$ cat config.mk
export PLATFORM = sky130hd
export DESIGN_NAME = pipe_stage_elastic
export DESIGN_NICKNAME = d
export VERILOG_FILES = /design/src/rtl/pipe_pkg.sv /design/src/rtl/pipe_stage_elastic.sv
export SDC_FILE = /design/constraint.sdc
export NUM_CORES = 1
export LEC_CHECK = 0
export ABC_CLOCK_PERIOD_IN_PS = 2600
export BUFFER_PORTS_ARGS = -buffer_cell sky130_fd_sc_hd__buf_2
export CAP_MARGIN = 30
export CELL_PAD_IN_SITES_DETAIL_PLACEMENT = 0
export CELL_PAD_IN_SITES_GLOBAL_PLACEMENT = 1
export CORE_UTILIZATION = 44
export CTS_CLUSTER_SIZE = 10
export DETAILED_ROUTE_END_ITERATION = 7
export PLACE_DENSITY_LB_ADDON = 0.05
export SYNTH_ARGS = -nofsm -noshare
export SYNTH_HDL_FRONTEND = slang
export SYNTH_SLANG_ARGS = --single-unit
$ cat constraint.sdc
create_clock -name clk -period 2.6 [get_ports clk]
set_input_delay 0.39 -clock clk [delete_from_list [all_inputs] [get_ports clk]]
set_output_delay 0.39 -clock clk [all_outputs]
set_load 0.02 [all_outputs]
$ cat src/rtl/pipe_pkg.sv
// Shared definitions for the elastic pipeline-stage registers: NOP encoding,
// occupancy state encoding and default bundle widths per stage boundary.
package pipe_pkg;

   localparam logic [3:0]  OPCODE_NOP = 4'hF;
   localparam logic [15:0] NOP_INSN   = {OPCODE_NOP, 12'h000};

   // Encoding doubles as the occupancy count.
   typedef enum logic [1:0] {
      StEmpty = 2'd0,
      StOne   = 2'd1,
      StTwo   = 2'd2
   } stage_state_e;

   localparam int unsigned IF_ID_CTRL_W  = 4;
   localparam int unsigned IF_ID_DATA_W  = 48;
   localparam int unsigned ID_EX_CTRL_W  = 12;
   localparam int unsigned ID_EX_DATA_W  = 48;
   localparam int unsigned EX_MEM_CTRL_W = 8;
   localparam int unsigned EX_MEM_DATA_W = 48;
   localparam int unsigned MEM_WB_CTRL_W = 4;
   localparam int unsigned MEM_WB_DATA_W = 48;

endpackage

$ cat src/rtl/pipe_stage_elastic.sv
// Elastic pipeline-stage register: valid/ready handshake, 2-entry skid buffer,
// synchronous flush, NOP bubble when empty and a saturating stall counter.
module pipe_stage_elastic
   import pipe_pkg::*;
#(
   parameter int unsigned       CTRL_W   = 12,
   parameter int unsigned       DATA_W   = 48,
   parameter logic [DATA_W-1:0] NOP_DATA = DATA_W'(NOP_INSN),
   parameter int unsigned       CNT_W    = 16
) (
   input  logic              clk,
   input  logic              reset_n,
   input  logic              flush,
   input  logic              in_valid,
   output logic              in_ready,
   input  logic [CTRL_W-1:0] in_ctrl,
   input  logic [DATA_W-1:0] in_data,
   output logic              out_valid,
   input  logic              out_ready,
   output logic [CTRL_W-1:0] out_ctrl,
   output logic [DATA_W-1:0] out_data,
   output logic [1:0]        occupancy,
   output logic [CNT_W-1:0]  stall_cnt,
   input  logic              clr_cnt
);

   stage_state_e      state_q, state_d;
   logic [CTRL_W-1:0] main_ctrl_q, main_ctrl_d;
   logic [DATA_W-1:0] main_data_q, main_data_d;
   logic [CTRL_W-1:0] skid_ctrl_q, skid_ctrl_d;
   logic [DATA_W-1:0] skid_data_q, skid_data_d;
   logic [CNT_W-1:0]  stall_q, stall_d;
   logic              in_fire, out_fire;

   // Handshake outputs decode registered state only.
   always_comb begin
      in_ready  = (state_q != StTwo);
      out_valid = (state_q != StEmpty);
      occupancy = state_q;
      stall_cnt = stall_q;
      in_fire   = in_valid & in_ready;
      out_fire  = out_valid & out_ready;
      out_ctrl  = out_valid ? main_ctrl_q : '0;
      out_data  = out_valid ? main_data_q : NOP_DATA;
   end

   always_comb begin
      state_d     = state_q;
      main_ctrl_d = main_ctrl_q;
      main_data_d = main_data_q;
      skid_ctrl_d = skid_ctrl_q;
      skid_data_d = skid_data_q;
      if (flush) begin
         state_d = StEmpty;
      end else begin
         unique case (state_q)
            StEmpty: begin
               if (in_fire) begin
                  state_d     = StOne;
                  main_ctrl_d = in_ctrl;
                  main_data_d = in_data;
               end
            end
            StOne: begin
               if (in_fire && out_fire) begin
                  main_ctrl_d = in_ctrl;
                  main_data_d = in_data;
               end else if (in_fire) begin
                  state_d     = StTwo;
                  skid_ctrl_d = in_ctrl;
                  skid_data_d = in_data;
               end else if (out_fire) begin
                  state_d = StEmpty;
               end
            end
            StTwo: begin
               if (out_fire) begin
                  state_d     = StOne;
                  main_ctrl_d = skid_ctrl_q;
                  main_data_d = skid_data_q;
               end
            end
            default: state_d = StEmpty;
         endcase
      end
   end

   // Flush deliberately leaves the counter alone; only clr_cnt or reset zero it.
   always_comb begin
      stall_d = stall_q;
      if (clr_cnt) begin
         stall_d = '0;
      end else if (out_valid && !out_ready && (stall_q != {CNT_W{1'b1}})) begin
         stall_d = stall_q + 1'b1;
      end
   end

   always_ff @(posedge clk or negedge reset_n) begin
      if (!reset_n) begin
         state_q     <= StEmpty;
         main_ctrl_q <= '0;
         main_data_q <= NOP_DATA;
         skid_ctrl_q <= '0;
         skid_data_q <= NOP_DATA;
         stall_q     <= '0;
      end else begin
         state_q     <= state_d;
         main_ctrl_q <= main_ctrl_d;
         main_data_q <= main_data_d;
         skid_ctrl_q <= skid_ctrl_d;
         skid_data_q <= skid_data_d;
         stall_q     <= stall_d;
      end
   end

endmodule
# After elaboration in Yosys (flattened, before gate mapping)
# Index checks and enable logic that the tools add are counted.
[word_totals]
word_cells = 52
regBits = 138
out_inout_bits = 80
[op_classes]
bitwise_logic = 4
mux = 19
n_addsub = 1
reduce_logical = 11
eq_ne = 11
[op_table]
columns = ["op", "count"]
rows = [
  ["$mux 48", 4],
  ["$pmux 48 s3", 1],
  ["$mux 12", 4],
  ["$pmux 12 s3", 1],
  ["$mux 16", 2],
  ["$add 16x1->16 const B", 1],
  ["$ne 16x16->1 const B", 1],
  ["$mux 2", 6],
  ["$ne 3x3->1 const B", 3],
  ["$ne 2x2->1 const B", 4],
  ["$reduce_and 4->1", 2],
  ["$pmux 2 s3", 1],
  ["$reduce_and 5->1", 1],
  ["$ne 4x4->1 const B", 1],
  ["$reduce_bool 2->1", 2],
  ["$logic_and 1x1->1", 3],
  ["$reduce_bool 3->1", 1],
  ["$and 1x1->1", 2],
  ["$eq 2x1->1 const B", 1],
  ["$eq 2x2->1 const B", 1],
  ["$logic_not 2->1", 1],
  ["$not 1->1", 2],
  ["$logic_not 1->1", 1],
]

# Logic depth before layout (Yosys ltp)
# Gate-level depths: netlist (run 1).
[depth]
word_depth = 7
ltp_mapped = 6
mapped_depth_nobuf = 5

# Least setup slack after synthesis (run 1)
# No wires, ideal clock.
[synth_timing]
path_type = "reg2out"
from = "reg state_q[0] (netlist: occupancy[0])"
to = "out out_data[38]"
slack_ns = 0.588
t_arrival_ns = 1.622
stages_incl_launch_ff = 6
path_buffers = 3
path_cell_list = "dfrtp_1 -> buf_2 -> or2_2 -> clkbuf_1 -> clkbuf_1 -> and2_1"
[synth_via]
elab_chain_len = 2
[synth_rtl]
columns = ["item", "line", "text"]
rows = [
  ["from (decl)", "pipe_stage_elastic.sv:27", "stage_state_e state_q, state_d;"],
  ["from (signal assigned)", "pipe_stage_elastic.sv:100", "state_q <= StEmpty;"],
  ["from (signal assigned)", "pipe_stage_elastic.sv:107", "state_q <= state_d;"],
  ["$reduce_bool 2->1", "pipe_stage_elastic.sv:38", "out_valid = (state_q != StEmpty);"],
  ["via out_valid", "pipe_stage_elastic.sv:18", "output logic out_valid,"],
  ["$mux 48", "pipe_stage_elastic.sv:44", "out_data = out_valid ? main_data_q : NOP_DATA;"],
  ["to (decl)", "pipe_stage_elastic.sv:21", "output logic [DATA_W-1:0] out_data,"],
]
# The timed path passes the listed nets, and every way through them passes these cells.

# Final worst setup path (run 1)
[layout_timing]
from = "reg state_q[0] (netlist: occupancy[0])"
to = "out out_data[7]"
[layout_via]
elab_chain_len = 2
[layout_rtl]
columns = ["item", "line"]
rows = [
  ["$reduce_bool 2->1", "pipe_stage_elastic.sv:38"],
  ["$mux 48", "pipe_stage_elastic.sv:44"],
]
# No other way between the ends.

==> qor.yml, run 1 <==
clock_network:
  clkTransAtPathRegs_ps: 60
  h-tree-depth: 4
  cts_sinks: 138
  cts_root_buf: "clkbuf_16"
  cts_made_buffers: 17
  clockBufferDepth: 2
  cts_tree: "done"
  clk-insertion-delay-late_ps: 420
  cts_resized: 0
timing:
  fin_skew_ps: 7.869
  final_max_slew_viol_count: 0
  rsz0062_at_grt: "false"
  worst_pin_slew_ps: 633.4
  post-route-min-period_ps: 2419
  hold_viol: 0
  timing.fmax_mhz: 413.4
  setup_tns_ps: 0
  slew_headroom: 0.5755
  fin_crit_sh: 0.9304
  finalSetupViolations: 0
setup_path:
  reg2reg_from: "occupancy[1]"
  crit_path_start: "occupancy[0]"
  cpMaxStageDelayCell: "dfrtp_1"
  max_stage_delay_ps: 520
  cp_max_fo: 30
  r2r_setup_slack_ps: 570
  worstPathRequired_ps: 2210
  critPathCapture: "out_data[7]"
  crit_path_start_kind: "register"
  r2r_end: "main_data_q[11]"
  worst_setup_path_end_kind: "output pin"
  arrival_ps: 2030
  r2r_cells: 5
  crit_type: "register to output pin"
  crit_path_cell_trace: "or2_2 > buf_4 > and2_1 > buf_2"
finish:
  num-nets-final: 723
  final_common_cell: "mux2_2"
  final_core_util: 0.5647
  drive_gt1_frac: 0.5832
  final_cell_mix: "187 x mux2_2, 144 x buf_2, 130 x dfrtp_1, 57 x and2_1, 17 x clkbuf_16"
  syn2layout_area_growth_pct: 23.86
yosys:
  syn_avg_cell_area_um2: 13.04
  synth_cells: 512
  yosysWarnings: 0
  synth_flop_cell: "dfrtp_1"
  synth_nets: 579
  synth-async-reset-ratio: 1.000
  synth-seq-cells: 138
  synth_area_um2: 6676
  synth.distinct_cells: 41
  synth-seq-area-share: 0.5187
  synth_edf_count: 0
grt:
  antenna_found_initial: 2
  grt_util_all_layers: 0.1948
  grt_pass1_vias: 4651
  overflow: 0
  grt_start_max_net_pins: 63
  grt_pass1_wl_mm: 23.76
route:
  wl_per_cell_um: 16.82
  via_per_inst: 5.200
  route.detailed.drc: 16
  dr.pass1.iters: 8
  initialDrtViolationCount: 185
  vias: 4430
  ant_nets: 0
  finalWirelength_mm: 14.33
run_status:
  outcome: "finished with violations"
  violations: "design-rule violations"
floorplan:
  dieArea_um2: 15670
  die_height_um: 125.2
  dieWidth_um: 125.2
  initial_core_util: 0.4559
  pin_count: 146
  core_um2: 14640
  rows: 44
place:
  routabilityCongestion: 0.7533
  dp_hpwl_mm: 9.498
  io_buffers: 145
run:
  cap_violations: 0
power_and_ir_drop:
  ir_worst_vdd_v: 0.0004302
  cellLeakagePower_nw: 3.800
  power_density_nw_per_um2: 775.6
  power_mw: 6.414
worst_hold_path:
  hp-class: "input pin to register"
[registers in the layout (all words and copies together) (netlist names)]
name and count:
main_ctrl_q 12, stall_cnt 16, occupancy 2, main_data_q 48
skid_data_q 48, skid_ctrl_q 12
[per-layer routing]
metal	wire, um	up-vias	GRT usage
met5	15	-	0
met4	176	2	0.06671
met3	689	19	0.05648
met2	7130	94	0.3355
met1	6321	2215	0.2330
li1	-	2100	-
[through the flow]
stage / cells / setup WS [ps] / area (um2) / hold slack [ps]
final: 852 / 181.1 / 8269 / 184.5
after global routing: 851 / 5.739 / 8267 / 176.1
after CTS: 851 / 116.6 / 8267 / 162.1
after detailed placement: 820 / 553.9 / 7654 / 402.8
after global placement: 820 / 619.5 / 7654 / 401.8
after floorplan: 512 / 587.9 / 6676 / 94.41
[report_power, final]
group	leakage [nW]	total (mW)	internal (mW)	switching [mW]
registers	1.68	2.84	2.63	0.213
logic	1.83	1.09	0.597	0.489
clock network	0.295	2.49	1.59	0.899
[synth_stat cells, types with 2 or more instances]
cell	number	area share
mux2_2	187	0.32
dfrtp_1	130	0.49
and2_1	57	0.053
buf_2	14	0.010
nor2_1	14	0.0079
clkbuf_1	13	0.0073
a21oi_1	10	0.0075
dfstp_2	8	0.031
nand2b_1	8	0.0075
nor2b_1	8	0.0075
nand2_1	7	0.0039
nand3_1	5	0.0037
nor3_1	5	0.0037
nand4_1	4	0.0037
or4_1	4	0.0045
buf_1	3	0.0017
inv_1	3	0.0017
mux2i_1	3	0.0045
nor4_1	3	0.0028
o31ai_1	3	0.0034
a2111oi_0	2	0.0026
o21ai_0	2	0.0015
[cell type report]
| type | instances | area [um2] |
|---|---|---|
| diodes | 1 | 2.502 |
| clock buffers | 17 | 425.4 |
| clock inverters | 13 | 177.7 |
| fillers | 1274 | 6375 |
| inverters | 3 | 11.26 |
| multi-input cells | 341 | 3099 |
| flip-flops and latches | 138 | 3463 |
| well taps | 184 | 230.2 |
| repair buffers | 155 | 859.6 |
[worst min path at each step]
stage / startpoint / endpoint / slack [ps] / cells past startpoint
4_1_cts: flush / occupancy[0] / 160 / 2
2_1_floorplan: reset_n / main_ctrl_q[0] / 90 / 0
3_3_place_gp: reset_n / stall_cnt[5] / 400 / 1
6_report: flush / occupancy[0] / 180 / 2
3_5_place_dp: reset_n / stall_cnt[5] / 400 / 1
5_1_grt: flush / occupancy[0] / 180 / 2
[critical path, delay by kind of cell, from the launching register on]
kind                   cells  cell delay, ps
AND/OR/NAND/NOR            2             660
flip-flops                 1             520
buffers and inverters      2             420
[timing repair]
action / in CTS / in global routing
buffers inserted: 0 / 0
hold buffers: 1 / 0
endpoints found under the hold margin: 55 / 0
[kinds of logic after synthesis]
kind of cell,Yosys count,share of synthesized area
fa+ha+maj,1,0.001874
compound gates,24,0.02568
buf+inv,33,0.02118
flops,138,0.5187
mux,190,0.3199
simple gates,126,0.1126
Note: power is estimated with default switching activity, not from simulation.
==> inputs of run 2 (changes only) <==
--- a/config.mk
+++ b/config.mk
@@ -10,10 +10,13 @@
 export CAP_MARGIN = 30
 export CELL_PAD_IN_SITES_DETAIL_PLACEMENT = 0
 export CELL_PAD_IN_SITES_GLOBAL_PLACEMENT = 1
-export CORE_UTILIZATION = 44
+export CORE_MARGIN = 8
+export CORE_UTILIZATION = 45
+export CTS_BUF_LIST = sky130_fd_sc_hd__clkbuf_2
 export CTS_CLUSTER_SIZE = 10
 export DETAILED_ROUTE_END_ITERATION = 7
 export PLACE_DENSITY_LB_ADDON = 0.05
+export SLEW_MARGIN = 20
 export SYNTH_ARGS = -nofsm -noshare
 export SYNTH_HDL_FRONTEND = slang
 export SYNTH_SLANG_ARGS = --single-unit
==> qor.yml, run 2 (same netlist as run 1, synthesis figures left out) <==
run_status:
  outcome: "finished, final reports clean"
finish:
  final_common_cell: "mux2_2"
  final_cell_mix: "187 x mux2_2, 144 x buf_2, 128 x dfrtp_1, 65 x dlygate4sd3_1, 57 x and2_1"
  multiInputGateArea_um2: 3102
  seqCellArea_um2: 3466
  syn2layout_area_growth_pct: 28.30
  drive_gt1_frac: 0.5313
  num-nets-final: 790
  nFillCells: 1244
  layoutNonFillerInstCount: 921
power_and_ir_drop:
  ir_worst_vdd_v: 0.0003128
  cellLeakagePower_nw: 3.920
  power_mw: 5.226
  power_density_nw_per_um2: 610.1
timing:
  hold_viol: 0
  timing.fmax_mhz: 407.0
  setup_tns_ps: 0
  post-route-min-period_ps: 2457
  worst_pin_slew_ps: 582.5
  fin_crit_sh: 0.9450
  fin_skew_ps: 21.57
  final_max_slew_viol_count: 0
  finalSetupViolations: 0
  whs_ps: 186.8
  slew_headroom: 0.6095
  rsz0062_at_grt: "false"
clock_network:
  clk-insertion-delay-late_ps: 690
  cts_sinks: 138
  clockBufferDepth: 2
  cts_root_buf: "clkbuf_2"
  h-tree-depth: 4
  cts_made_buffers: 17
  cts_tree: "done"
  clkTransAtPathRegs_ps: 190
run:
  cap_violations: 0
grt:
  grt_util_all_layers: 0.1735
  antenna_found_initial: 1
  grt_pass1_vias: 5133
  grt_pass1_wl_mm: 25.63
  grt_start_max_net_pins: 63
  overflow: 0
floorplan:
  die_height_um: 137.8
  pin_count: 146
  rows: 44
  dieArea_um2: 18990
  initial_core_util: 0.4594
  core_um2: 14530
  dieWidth_um: 137.8
route:
  ant_nets: 0
  finalWirelength_mm: 15.83
  route.detailed.drc: 0
  initialDrtViolationCount: 179
  wl_per_cell_um: 17.19
  wl_met3_um: 871
  met1_length_mm: 6.826
  wl_met2_mm: 7.851
  dr.pass1.iters: 4
  dr.max_layer_used: "met4"
  via_per_inst: 5.123
  vias: 4718
setup_path:
  cp_max_fo: 21
  arrival_ps: 2070
  worstPathRequired_ps: 2210
  critPathTopFamily: "simple AND/OR/NAND/NOR gates"
  crit_path_cell_trace: "or2_4 > buf_4 > and2_1 > buf_2"
  worst_setup_path_end_kind: "output pin"
  cpMaxStageDelayCell: "dfrtp_2"
  max_stage_delay_ps: 470
  worst-path-buf-inv: 2
  crit_type: "register to output pin"
  crit_path_start_kind: "register"
place:
  placed_cells: 818
  dp_hpwl_mm: 10.33
  routabilityCongestion: 0.7591
  io_buffers: 145
worst_hold_path:
  hp-class: "input pin to asynchronous set/reset pin"
-- run 2: cell types whose count changed in the layout (fill, tap and decap cells not counted), sizes merged --
cell,delta
buf,+3
bufinv,-2
clkbuf,+1
clkinv,+1
clkinvlp,+1
dlygate4sd3,+64
inv,+1
-- run 2: layer usage --
metal	track usage	vias up
met5	0	-
met4	0.06507	0
met3	0.05069	21
li1	-	2244
met2	0.2940	102
met1	0.2042	2351
-- run 2: final cells by class --
type / instances / area share
sequential: 138 / 0.4046
inverter: 3 / 0.001315
tap: 184 / 0.02688
clock buffer: 18 / 0.01052
clock inverter: 14 / 0.01505
multi-input combinational: 341 / 0.3621
antenna: 1 / 0.0002921
timing repair buffer: 222 / 0.1792
-- run 2: report_power, final --
part           total, mW  internal, mW  switching [mW]
Clock               1.21         0.429           0.777
Combinational       1.20         0.670           0.527
Sequential          2.82          2.62           0.205
Total               5.23          3.72            1.51
-- run 2: metrics by stage --
stage	util	worst slack, ps	area (um2)
2_1_floorplan	-	587.9	6676
3_3_place_gp	0.5264	587.7	7651
3_5_place_dp	0.5264	547.0	7651
4_1_cts	0.5892	33.35	8563
5_1_grt	0.5894	3.844	8566
6_report	0.5894	142.9	8566
-- run 2: final timing paths --
kind,cells past startpoint,start,slack (ps),to
setup / recovery,4,occupancy[1],140,out_data[5]
hold / removal,2,reset_n,190,stall_cnt[5]
setup reg to reg,6,occupancy[0],600,stall_cnt[6]
hold reg to reg,1,main_data_q[17],520,main_data_q[17]
max in group asynchronous,3,reset_n,1620,occupancy[1]
min in group clk,4,in_valid,230,occupancy[1]
-- run 2: timing repair --
| action | 4_1_cts | 5_1_grt |
|---|---|---|
| endpoints found under the setup margin | 61 | 0 |
| gates resized for setup | 3 | 0 |
| buffers inserted | 5 | 0 |
| hold buffers | 65 | 0 |
| endpoints found under the hold margin | 173 | 0 |
